### config.mk
export PLATFORM = sky130hd
export DESIGN_NAME = temp_moving_avg
export DESIGN_NICKNAME = d
export VERILOG_FILES = /design/src/rtl/temp_pkg.sv /design/src/rtl/temp_moving_avg.sv
export SDC_FILE = /design/constraint.sdc
export NUM_CORES = 1
export LEC_CHECK = 0
export BUFFER_PORTS_ARGS = -buffer_cell sky130_fd_sc_hd__buf_2
export CORE_MARGIN = 5
export CORE_UTILIZATION = 67
export DETAILED_ROUTE_END_ITERATION = 10
export PLACE_DENSITY_LB_ADDON = 0.12
export SYNTH_ARGS = -nofsm -noshare
export SYNTH_HDL_FRONTEND = slang
export SYNTH_SLANG_ARGS = --single-unit
### constraint.sdc
create_clock -name clk -period 15.4 [get_ports clk]
set_input_delay 3.08 -clock clk [delete_from_list [all_inputs] [get_ports clk]]
set_output_delay 3.08 -clock clk [all_outputs]
set_load 0.005 [all_outputs]
### src/rtl/temp_pkg.sv
// Shared types and helpers for the temperature sensor datapath.
package temp_pkg;

  localparam int TEMP_W = 13;

  typedef logic signed [15:0] temp_t;

  typedef enum logic [0:0] {FILL, RUN} avg_state_t;

  // Sign-extend the low 'bits' bits of a raw sensor word to a full temp_t.
  function automatic temp_t temp_sext(input logic [15:0] word, input int bits);
    temp_t t;
    t = temp_t'(word << (16 - bits));
    return t >>> (16 - bits);
  endfunction

endpackage

### src/rtl/temp_moving_avg.sv
// Moving average over a 2^AVG_LOG2 window of temperature samples, with
// min/max tracking since the last clear and a valid/ready result port.
module temp_moving_avg #(
  parameter int AVG_LOG2 = 4,
  parameter int TEMP_W   = temp_pkg::TEMP_W
) (
  input  logic        clk,
  input  logic        rst,
  input  logic        clear,
  input  logic        fix_temp_tvalid,
  input  logic [15:0] fix_temp_tdata,
  output logic        avg_tvalid,
  input  logic        avg_tready,
  output logic [15:0] avg_tdata,
  output logic [15:0] min_tdata,
  output logic [15:0] max_tdata,
  output logic        window_full,
  output logic        dropped
);
  import temp_pkg::*;

  localparam int DEPTH = 1 << AVG_LOG2;
  localparam int SUM_W = 16 + AVG_LOG2;

  typedef logic signed [SUM_W-1:0] sum_t;

  localparam temp_t MIN_INIT = 16'sh0FFF;
  localparam temp_t MAX_INIT = -16'sh1000;

  // Round half toward +inf, then divide by the window depth.
  function automatic temp_t round_avg(input sum_t s);
    sum_t r;
    r = (s + sum_t'(DEPTH / 2)) >>> AVG_LOG2;
    return r[15:0];
  endfunction

  temp_t                ring_q [DEPTH];
  sum_t                 sum_q;
  sum_t                 sum_d;
  logic [AVG_LOG2-1:0]  wptr_q;
  avg_state_t           state_q;
  avg_state_t           state_d;

  logic                 res_vld_p0;
  logic                 samp_vld_p0;
  temp_t                samp_p0;

  logic                 avg_vld_q;
  temp_t                avg_q;
  temp_t                min_q;
  temp_t                max_q;
  logic                 seen_q;
  logic                 dropped_q;

  temp_t                sample_s;
  temp_t                old_s;
  logic                 strobe;
  logic                 last_fill;

  assign strobe    = fix_temp_tvalid & ~clear;
  assign sample_s  = temp_sext(fix_temp_tdata, TEMP_W);
  assign old_s     = ring_q[wptr_q];
  assign sum_d     = sum_q + sum_t'(sample_s) - sum_t'(old_s);
  assign last_fill = (state_q == FILL) && (wptr_q == AVG_LOG2'(DEPTH - 1));

  always_ff @(posedge clk or posedge rst) begin
    if (rst) state_q <= FILL;
    else     state_q <= state_d;
  end

  always_comb begin
    state_d = state_q;
    if (clear)                  state_d = FILL;
    else if (strobe && last_fill) state_d = RUN;
  end

  always_comb begin
    window_full = (state_q == RUN);
  end

  // Stage 0: accumulate into the ring/sum and note whether a result is due.
  always_ff @(posedge clk or posedge rst) begin
    if (rst) begin
      for (int i = 0; i < DEPTH; i++) ring_q[i] <= '0;
      sum_q       <= '0;
      wptr_q      <= '0;
      res_vld_p0  <= 1'b0;
      samp_vld_p0 <= 1'b0;
    end else if (clear) begin
      for (int i = 0; i < DEPTH; i++) ring_q[i] <= '0;
      sum_q       <= '0;
      wptr_q      <= '0;
      res_vld_p0  <= 1'b0;
      samp_vld_p0 <= 1'b0;
    end else begin
      if (strobe) begin
        ring_q[wptr_q] <= sample_s;
        sum_q          <= sum_d;
        wptr_q         <= wptr_q + AVG_LOG2'(1);
      end
      res_vld_p0  <= strobe && ((state_q == RUN) || last_fill);
      samp_vld_p0 <= strobe;
    end
  end

  always_ff @(posedge clk) begin
    if (strobe) samp_p0 <= sample_s;
  end

  // Stage 1: register the average, run the output handshake, update min/max.
  always_ff @(posedge clk or posedge rst) begin
    if (rst) begin
      avg_vld_q <= 1'b0;
      avg_q     <= '0;
      dropped_q <= 1'b0;
      min_q     <= MIN_INIT;
      max_q     <= MAX_INIT;
      seen_q    <= 1'b0;
    end else if (clear) begin
      avg_vld_q <= 1'b0;
      dropped_q <= 1'b0;
      min_q     <= MIN_INIT;
      max_q     <= MAX_INIT;
      seen_q    <= 1'b0;
    end else begin
      if (res_vld_p0) begin
        avg_q     <= round_avg(sum_q);
        avg_vld_q <= 1'b1;
        if (avg_vld_q && !avg_tready) dropped_q <= 1'b1;
      end else if (avg_vld_q && avg_tready) begin
        avg_vld_q <= 1'b0;
      end
      if (samp_vld_p0) begin
        if (!seen_q || (samp_p0 < min_q)) min_q <= samp_p0;
        if (!seen_q || (samp_p0 > max_q)) max_q <= samp_p0;
        seen_q <= 1'b1;
      end
    end
  end

  // min/max read as zero until a sample has been seen since reset/clear.
  assign avg_tvalid = avg_vld_q;
  assign avg_tdata  = avg_q;
  assign dropped    = dropped_q;
  assign min_tdata  = seen_q ? min_q : '0;
  assign max_tdata  = seen_q ? max_q : '0;

endmodule

==> results of run 1 <==
==> per-layer routing <==
metal / up-vias / share of wire (%) / GRT usage (%) / routed length (um)
met2: 514 / 48 / 50.6 / 19300
li1: 5521 / - / - / -
met3: 124 / 7.8 / 5.10 / 3120
met5: - / 0.057 / 0 / 23
met1: 5890 / 39 / 40.4 / 15600
met4: 4 / 5.3 / 14.5 / 2130
==> final cells by class <==
cell class	instances	area share (%)
multi-input cells	1138	43.3
flip-flops and latches	293	43.3
clock buffers	46	5.49
repair buffers	81	2.59
well taps	319	2.33
inverters	103	2.30
clock inverters	10	0.650
==> where the power goes <==
part	internal [uW]	total [uW]	switching [uW]
clock network	452	761	309
logic	207	506	299
registers	807	841	33.9
==> cell families after synthesis <==
kind of cell               share of synthesized area, %
xor gates and xnor gates                           1.67
adders and majority gates                          6.47
DFF                                                47.1
and+or+nand+nor                                    16.7
buffers and inverters                              5.78
AOI/OAI and AO/OA                                  11.4
muxes                                              10.9
==> worst min-delay path, delay by kind of cell, from the launching register on <==
family	cells	cell delay [ps]
compound gates	1	60
flops	1	340
simple gates	1	40
==> synthesized netlist by cell type, drive strengths merged (12+ instances only) <==
library cell	n
a21oi	232
and2	27
buf	29
clkbuf	97
dfrtp	267
dfstp	13
edfxtp	13
fa	19
ha	51
inv	103
mux2i	21
mux4	65
nand2	455
nand3	26
nand4	12
nor2	72
o21ai	28
o22a	12
xnor2	27
==> sequential cells by signal, summed over array words and instances, names as in the netlist, 4 cells and up <==
signal and count:
max_q 13, avg_tdata 16, ring_q 208, min_q 13
samp_p0 13, sum_q 20, wptr_q 4
==> worst min-delay path by stage <==
stage / from / to / slack [ps] / depth (start not counted)
global placement: avg_tdata[11] / avg_tdata[11] / 460 / 2
detailed placement: avg_tdata[11] / avg_tdata[11] / 460 / 2
finish: avg_tdata[15] / avg_tdata[15] / 470 / 2
floorplan: avg_tdata[10] / avg_tdata[10] / 470 / 2
CTS: avg_tdata[11] / avg_tdata[11] / 480 / 2
global route: avg_tdata[8] / avg_tdata[8] / 490 / 2
==> stage by stage <==
step	instance area, um2	hold WS, ps
3_5_place_dp	16100	465
3_3_place_gp	16100	455
2_1_floorplan	15700	473
5_1_grt	17100	486
6_report	17100	470
4_1_cts	17100	478
==> flow_summary.json, run 1 <==
{
  "regToRegSetupSlack_ps": 10010,
  "mostFrequentLayoutCells": "nand2_1, dfrtp_1, a21oi_1",
  "fin_crit_ps": 5930,
  "wire_per_inst_um": 20.2,
  "slew_headroom_pct": 18.6,
  "critPathRequiredTime_ps": 15850,
  "r2r_end": "sum_q[19]",
  "ys_ff_latch": 293,
  "cp.arrival_ps": 6380,
  "grt_setup_unrepaired": "no",
  "ctsResizeCount": 0,
  "multi_input_area_um2": 7420,
  "crit_start": "fix_temp_tdata[12]",
  "hold_viol": 0,
  "cts_sinks": 293,
  "die_y_um": 163,
  "path_common_cell": "inv_1",
  "yosysSeqAreaShare_pct": 47.1,
  "cp-start-kind": "input port",
  "drtAntennaViolNets": 0,
  "path_clk_slew_ps": 60,
  "crit_path_end": "sum_q[19]",
  "synth_ff_type": "dfrtp_1",
  "area_growth_pct": 8.80,
  "cp_top_family": "compound AO/OA/AOI/OAI gates",
  "dpl.hpwl_mm": 25.4,
  "setup_viol": 0,
  "worst_slack_ps": 9470,
  "grt_max_degree": 141,
  "tightest_slew_ps": 1220,
  "rows": 56,
  "postSynthCellCount": 1660,
  "r2r-start": "wptr_q[1]",
  "place_ws_ps": 8900,
  "pin_count": 72,
  "finalClockSkew_ps": 17.7,
  "cts_tree": "done",
  "async_flop_share_pct": 95.6,
  "fin_crit_sh_pct": 38.5,
  "fmax_ghz": 0.169,
  "clk_path_buf_depth": 3,
  "clock_latency_ps": 580,
  "crit_buf_inv": 3,
  "dr.pass1.iters": 6,
  "numCtsBuffers": 30,
  "synth_area_leaders": "dfrtp_1, nand2_1, mux4_2",
  "cts_setup_buffers": 0,
  "synth_area_per_cell_um2": 9.48,
  "final_util_pct": 73.4,
  "power_uw": 2110,
  "nets": 1738,
  "htreeDepth": 1,
  "coreArea_um2": 23300,
  "cpPeakStageDelay_ps": 620,
  "place_inst": 1934,
  "power_density_nw_per_um2": 123,
  "peakVddDrop_mv": 0.0812,
  "antenna_cells": 0,
  "antenna_found_initial": 2,
  "synth_top_cell_by_area": "dfrtp_1",
  "ys_warn_count": 0,
  "drive_gt1_share_pct": 13.5,
  "drv_slew": 0,
  "critPathKind": "in -> reg",
  "synth-edff-count": 13,
  "synth_top_cell_area_share_pct": 42.4,
  "cp_cell_sequence": "buf_2 > inv_1 > fa_1 > inv_1 > ha_1 > a211oi_1 > o21bai_1 > o31ai_1 > nand2_1 > o311ai_1 > mux2_2",
  "mostFrequentLayoutCell": "nand2_1",
  "drv_cap": 0,
  "grt_pass1_wl_mm": 64.5,
  "drt_iter0_drc": 1349,
  "drc": 0,
  "hp-class": "reg -> reg",
  "via_per_inst": 6.06,
  "crit_fanout": 19,
  "p_leak_uw": 0.00748,
  "hold_buffers": 0,
  "drt_wl_total_mm": 40.1,
  "vias": 12100,
  "fill_cells": 1667,
  "dieArea_um2": 26700,
  "start_util_pct": 67.5,
  "regArea_um2": 7420,
  "crit_cells": 11,
  "grt.overflow.total": 0,
  "worstRegToRegCells": 13,
  "crit_path_top_delay_cell": "fa_1",
  "netlist_area_um2": 15700,
  "fin_cells": 1990,
  "die_w_um": 163,
  "groute.usage.overall_pct": 30.7,
  "ctsRootBufferMaster": "clkbuf_16",
  "setup_tns_ps": 0,
  "cp-end-kind": "register",
  "routabilityCongestion": 0.878,
  "io_buffer_count": 68,
  "status": "finished clean",
  "synthesis.nets": 1751,
  "grt_pass1_vias": 12000,
  "ys_types": 61
}
Power figures use the tool's default switching activity.
==> run 2: changes to the inputs <==
ABC_AREA = 1   (was not set)
CORE_UTILIZATION = 56   (was 67)
clock period = 4.8 ns   (was 15.4 ns; I/O delays follow)
==> flow_summary.json, run 2 <==
{
  "ys_types": 39,
  "groute.usage.overall_pct": 28.1,
  "synth_ff_type": "dfrtp_1",
  "yosysSeqAreaShare_pct": 46.8,
  "path_clk_slew_ps": 60,
  "ys_warn_count": 0,
  "postSynthCellCount": 1974,
  "cp-start-kind": "register",
  "power_density_nw_per_um2": 428,
  "worstRegToRegCells": 20,
  "ctsRootBufferMaster": "clkbuf_16",
  "tightest_slew_ps": 960,
  "hold_buffers": 0,
  "setup_tns_ps": 0,
  "fmax_ghz": 0.240,
  "min_from": "min_q[4]",
  "peakVddDrop_mv": 0.301,
  "grt_max_degree": 145,
  "worst_slack_ps": 634,
  "hp-class": "reg -> reg",
  "drc": 0,
  "slew_headroom_pct": 35.7,
  "antenna_found_initial": 0,
  "critPathRequiredTime_ps": 5290,
  "fin_crit_ps": 4170,
  "synth_top_cell_area_share_pct": 42.2,
  "grt_pass1_wl_mm": 71.3,
  "synthesis.nets": 2065,
  "dr.pass1.iters": 7,
  "cp-end-kind": "register",
  "cts_sinks": 293,
  "drv_slew": 0,
  "drt_wl_total_mm": 44.4,
  "htreeDepth": 1,
  "clk_path_buf_depth": 3,
  "largest_register_ffs": 208,
  "top_register": "ring_q",
  "area_growth_pct": 10.0,
  "power_uw": 7470,
  "drtAntennaViolNets": 0,
  "netlist_area_um2": 15800,
  "ctsResizeCount": 0,
  "cp.arrival_ps": 4660,
  "numCtsBuffers": 31,
  "mostFrequentLayoutCells": "nand2_1, inv_1, o21ai_0, dfrtp_1, nand3_1",
  "cts_tree": "done",
  "dpl.hpwl_mm": 30.3,
  "place_ws_ps": 804,
  "min_to": "min_q[4]",
  "pin_count": 72,
  "cts_setup_buffers": 0,
  "drv_cap": 0,
  "post-synth-top-count-cell": "nand2_1",
  "die_w_um": 178,
  "critPathKind": "reg -> reg",
  "setup_viol": 0,
  "r2r-start": "wptr_q[0]",
  "crit_fanout": 25,
  "stdcell_area_um2": 17400,
  "finalClockSkew_ps": 17.4,
  "rows": 61,
  "grt_pass1_vias": 12900,
  "status": "finished clean",
  "via_per_inst": 5.84,
  "regToRegSetupSlack_ps": 630,
  "dieArea_um2": 31700,
  "start_util_pct": 56.9,
  "synth_area_leaders": "dfrtp_1, o21ai_0, nand2_1",
  "fill_cells": 2483,
  "die_y_um": 178,
  "wire_per_inst_um": 18.6,
  "io_buffer_count": 68,
  "nets": 2078,
  "r2r_end": "sum_q[14]",
  "grt_setup_unrepaired": "no",
  "clock_latency_ps": 580,
  "synth_area_per_cell_um2": 8.02,
  "holdPathStages": 2,
  "fin_crit_sh_pct": 86.8,
  "ys_ff_latch": 293,
  "antenna_cells": 0,
  "drt_iter0_drc": 1707,
  "coreArea_um2": 27900,
  "routabilityCongestion": 0.920,
  "regArea_um2": 7420,
  "grt.overflow.total": 0,
  "vias": 13900,
  "p_leak_uw": 0.00845,
  "async_flop_share_pct": 95.6,
  "synth-edff-count": 13,
  "multi_input_area_um2": 6820,
  "mostFrequentLayoutCell": "nand2_1",
  "placed_area_um2": 16300,
  "synth_top_cell_by_area": "dfrtp_1",
  "synth_common_cells": "nand2_1, inv_1, dfrtp_1",
  "drive_gt1_share_pct": 10.2,
  "hold_viol": 0
}
-- run 2: cell count changes after synthesis, moves of 31 or more --
cell | previous run | this run
clkbuf_1 | 97 | 49
nand2_1 | 455 | 327
nand3_1 | 25 | 187
o22ai_1 | 1 | 79
buf_2 | 13 | 44
mux4_2 | 65 | 0
a21oi_1 | 232 | 118
inv_1 | 103 | 281
o21ai_0 | 27 | 265
o21ai_1 | 1 | 43
-- run 2: cell families after synthesis --
| kind of cell | count (synthesis) | share of synthesized area [%] |
|---|---|---|
| fa+ha+maj | 70 | 6.43 |
| flops | 293 | 46.8 |
| xor+xnor | 4 | 0.221 |
| simple gates | 683 | 19.0 |
| compound gates | 523 | 17.4 |
| buf+inv | 401 | 10.1 |
-- run 2: critical path, stage by stage (launching register included) --
cell and delay (ps):
dfrtp_4 490, inv_2 460, buf_4 260, nor2_1 50
o21ai_0 190, nand2_1 120, nand4_1 230, ha_1 270
inv_1 50, ha_1 180, inv_1 60, fa_1 400
inv_1 120, nand2_1 80, nand2_1 60, o21ai_1 100
o21ai_0 440, nand3_1 200, nand3_1 110, nand2_1 50
o21ai_1 140
-- run 2: cell type report --
cell class,instances,share of cell area [%]
clock buffer,39,4.97
clock inverter,18,1.26
timing repair buffer,90,3.04
tap,378,2.71
sequential,293,42.6
inverter,291,6.30
multi-input combinational,1280,39.1
-- run 2: worst max-delay path by stage --
| stage | start | endpoint | depth (start not counted) |
|---|---|---|---|
| 4_1_cts | wptr_q[0] | sum_q[14] | 20 |
| 2_1_floorplan | rst | avg_tdata[0] | 1 |
| 3_5_place_dp | wptr_q[0] | sum_q[14] | 20 |
| 5_1_grt | wptr_q[0] | sum_q[12] | 20 |
| 6_report | wptr_q[0] | sum_q[14] | 20 |
| 3_3_place_gp | wptr_q[0] | sum_q[14] | 19 |
-- run 2: power breakdown --
group	switching (uW)	leakage [uW]	internal (uW)
registers	138	0.00394	2630
clock network	1040	0.000536	1500
logic	1460	0.00397	703
-- run 2: per-stage QoR --
step,hold slack (ps),instances,util [%]
5_1_grt,485,2389,62.6
4_1_cts,472,2389,62.6
2_1_floorplan,449,1974,-
6_report,471,2389,62.6
3_3_place_gp,454,2332,58.7
3_5_place_dp,462,2332,58.7
-- run 2: metal layers --
| layer | vias up | track usage [%] | share of wire [%] |
|---|---|---|---|
| li1 | 6565 | - | - |
| met4 | 0 | 8.31 | 2.9 |
| met1 | 6771 | 43.8 | 46 |
| met5 | - | 0 | 0 |
| met3 | 84 | 4.39 | 7.8 |
| met2 | 523 | 40.6 | 43 |
==> run 3: changes to the inputs <==
ABC_AREA = not set   (was 1)
==> flow_summary.json, run 3 (synthesized netlist as in run 1, its figures left out) <==
{
  "status": "finished clean",
  "dieArea_um2": 31600,
  "start_util_pct": 56.7,
  "comb_power_share_pct": 25.7,
  "cts_setup_buffers": 0,
  "grt_setup_unrepaired": "no",
  "place_inst": 2017,
  "drv_slew": 0,
  "ctsResizeCount": 0,
  "largest_register_ffs": 208,
  "antenna_found_initial": 1,
  "slew_headroom_pct": 18.9,
  "switching_share_pct": 30.4,
  "via_per_inst": 5.83,
  "fin_cells": 2070,
  "clk_path_buf_depth": 3,
  "hp-class": "reg -> reg",
  "dr.pass1.iters": 5,
  "drtAntennaViolNets": 0,
  "drt_iter0_drc": 971,
  "fin_crit_ps": 4610,
  "tightest_slew_ps": 1210,
  "p_leak_uw": 0.00758,
  "cp-start-kind": "register",
  "drt_wl_total_mm": 42.1,
  "grt_pass1_vias": 12100,
  "die_w_um": 178,
  "drv_cap": 0,
  "nets": 1763,
  "cp.arrival_ps": 5050,
  "coreArea_um2": 27800,
  "peakVddDrop_mv": 0.241,
  "setup_viol": 0,
  "power_density_nw_per_um2": 391,
  "pin_count": 72,
  "mostFrequentLayoutCells": "nand2_1, dfrtp_1, a21oi_1",
  "fmax_ghz": 0.217,
  "numCtsBuffers": 31,
  "htreeDepth": 1,
  "antenna_cells": 0,
  "fin_crit_sh_pct": 96.1,
  "grt_pass1_wl_mm": 67.4,
  "grt.overflow.total": 0,
  "cp-end-kind": "register",
  "finalClockSkew_ps": 16.2,
  "p_sw_uw": 2070,
  "fill_cells": 2406,
  "mostFrequentLayoutCell": "nand2_1",
  "dpl.hpwl_mm": 27.7,
  "ctsRootBufferMaster": "clkbuf_16",
  "critPathRequiredTime_ps": 5240,
  "cts_sinks": 293,
  "io_buffer_count": 68,
  "wire_per_inst_um": 20.4,
  "grt_max_degree": 213,
  "stdcell_area_um2": 17400,
  "cts_tree": "done",
  "final_util_pct": 62.7,
  "groute.usage.overall_pct": 27.2,
  "crit_fanout": 35,
  "drive_gt1_share_pct": 14.1,
  "area_growth_pct": 10.6,
  "pwr-share-seq_pct": 39.5,
  "hold_viol": 0,
  "setup_tns_ps": 0,
  "path_clk_slew_ps": 60,
  "routabilityCongestion": 0.861,
  "top_register": "ring_q",
  "die_y_um": 178,
  "rows": 61,
  "critPathKind": "reg -> reg",
  "hold_buffers": 0,
  "power.internal_uw": 4740,
  "placed_area_um2": 16400,
  "vias": 12100,
  "clockPowerShare_pct": 34.8,
  "clock_latency_ps": 570,
  "drc": 0
}
run 3: critical path, stage by stage (launching register included):
cell,delay (ps)
dfrtp_2,710
buf_12,310
mux4_2,380
mux4_2,520
fa_1,510
inv_1,40
ha_1,310
a21o_1,180
and2_1,170
a21o_1,160
a31oi_2,260
nor2_1,130
o311ai_1,420
mux2_2,390
run 3: final timing paths:
| path | from | to | slack (ps) | cells after the start |
|---|---|---|---|---|
| max | wptr_q[1] | sum_q[19] | 190 | 13 |
| min | avg_tdata[9] | avg_tdata[9] | 470 | 2 |
| max reg2reg | wptr_q[1] | sum_q[19] | 190 | 13 |
| min reg2reg | avg_tdata[9] | avg_tdata[9] | 470 | 2 |
| max in group asynchronous | rst | wptr_q[0] | 3330 | 3 |
| min in group asynchronous | rst | ring_q[148] | 570 | 3 |
run 3: metrics by stage:
stage / power, uW / worst slack [ps] / hold WS [ps]
2_1_floorplan: 3990 / 143 / 473
3_3_place_gp: 4440 / 284 / 456
3_5_place_dp: 4480 / 216 / 466
4_1_cts: 6840 / 205 / 480
5_1_grt: 7170 / 5.91 / 499
6_report: 6810 / 187 / 471
run 3: metal layers:
metal | vias to the layer above | share of wire [%] | GRT usage, %
met4 | 2 | 4.3 | 10.5
met5 | - | 0.047 | 0
met1 | 5986 | 41 | 35.8
met2 | 417 | 48 | 45.6
li1 | 5567 | - | -
met3 | 97 | 6.7 | 4.32
run 3: power by group through the flow:
stage / Sequential (uW) / Clock, uW / Combinational [uW]
after floorplan: 2690 / 0 / 1300
after global placement: 2730 / 0 / 1710
after detailed placement: 2730 / 0 / 1740
after CTS: 2690 / 2400 / 1750
after global routing: 2700 / 2510 / 1960
final: 2690 / 2370 / 1750
run 3: layout make-up:
type / count / area, um2 / share of cell area, %
Timing Repair Buffer: 105 / 724 / 4.16
Multi-Input combinational cell: 1138 / 7420 / 42.6
Sequential cell: 293 / 7420 / 42.6
Clock inverter: 10 / 125 / 0.719
Tap cell: 378 / 473 / 2.72
Clock buffer: 43 / 861 / 4.94
Inverter: 103 / 390 / 2.24
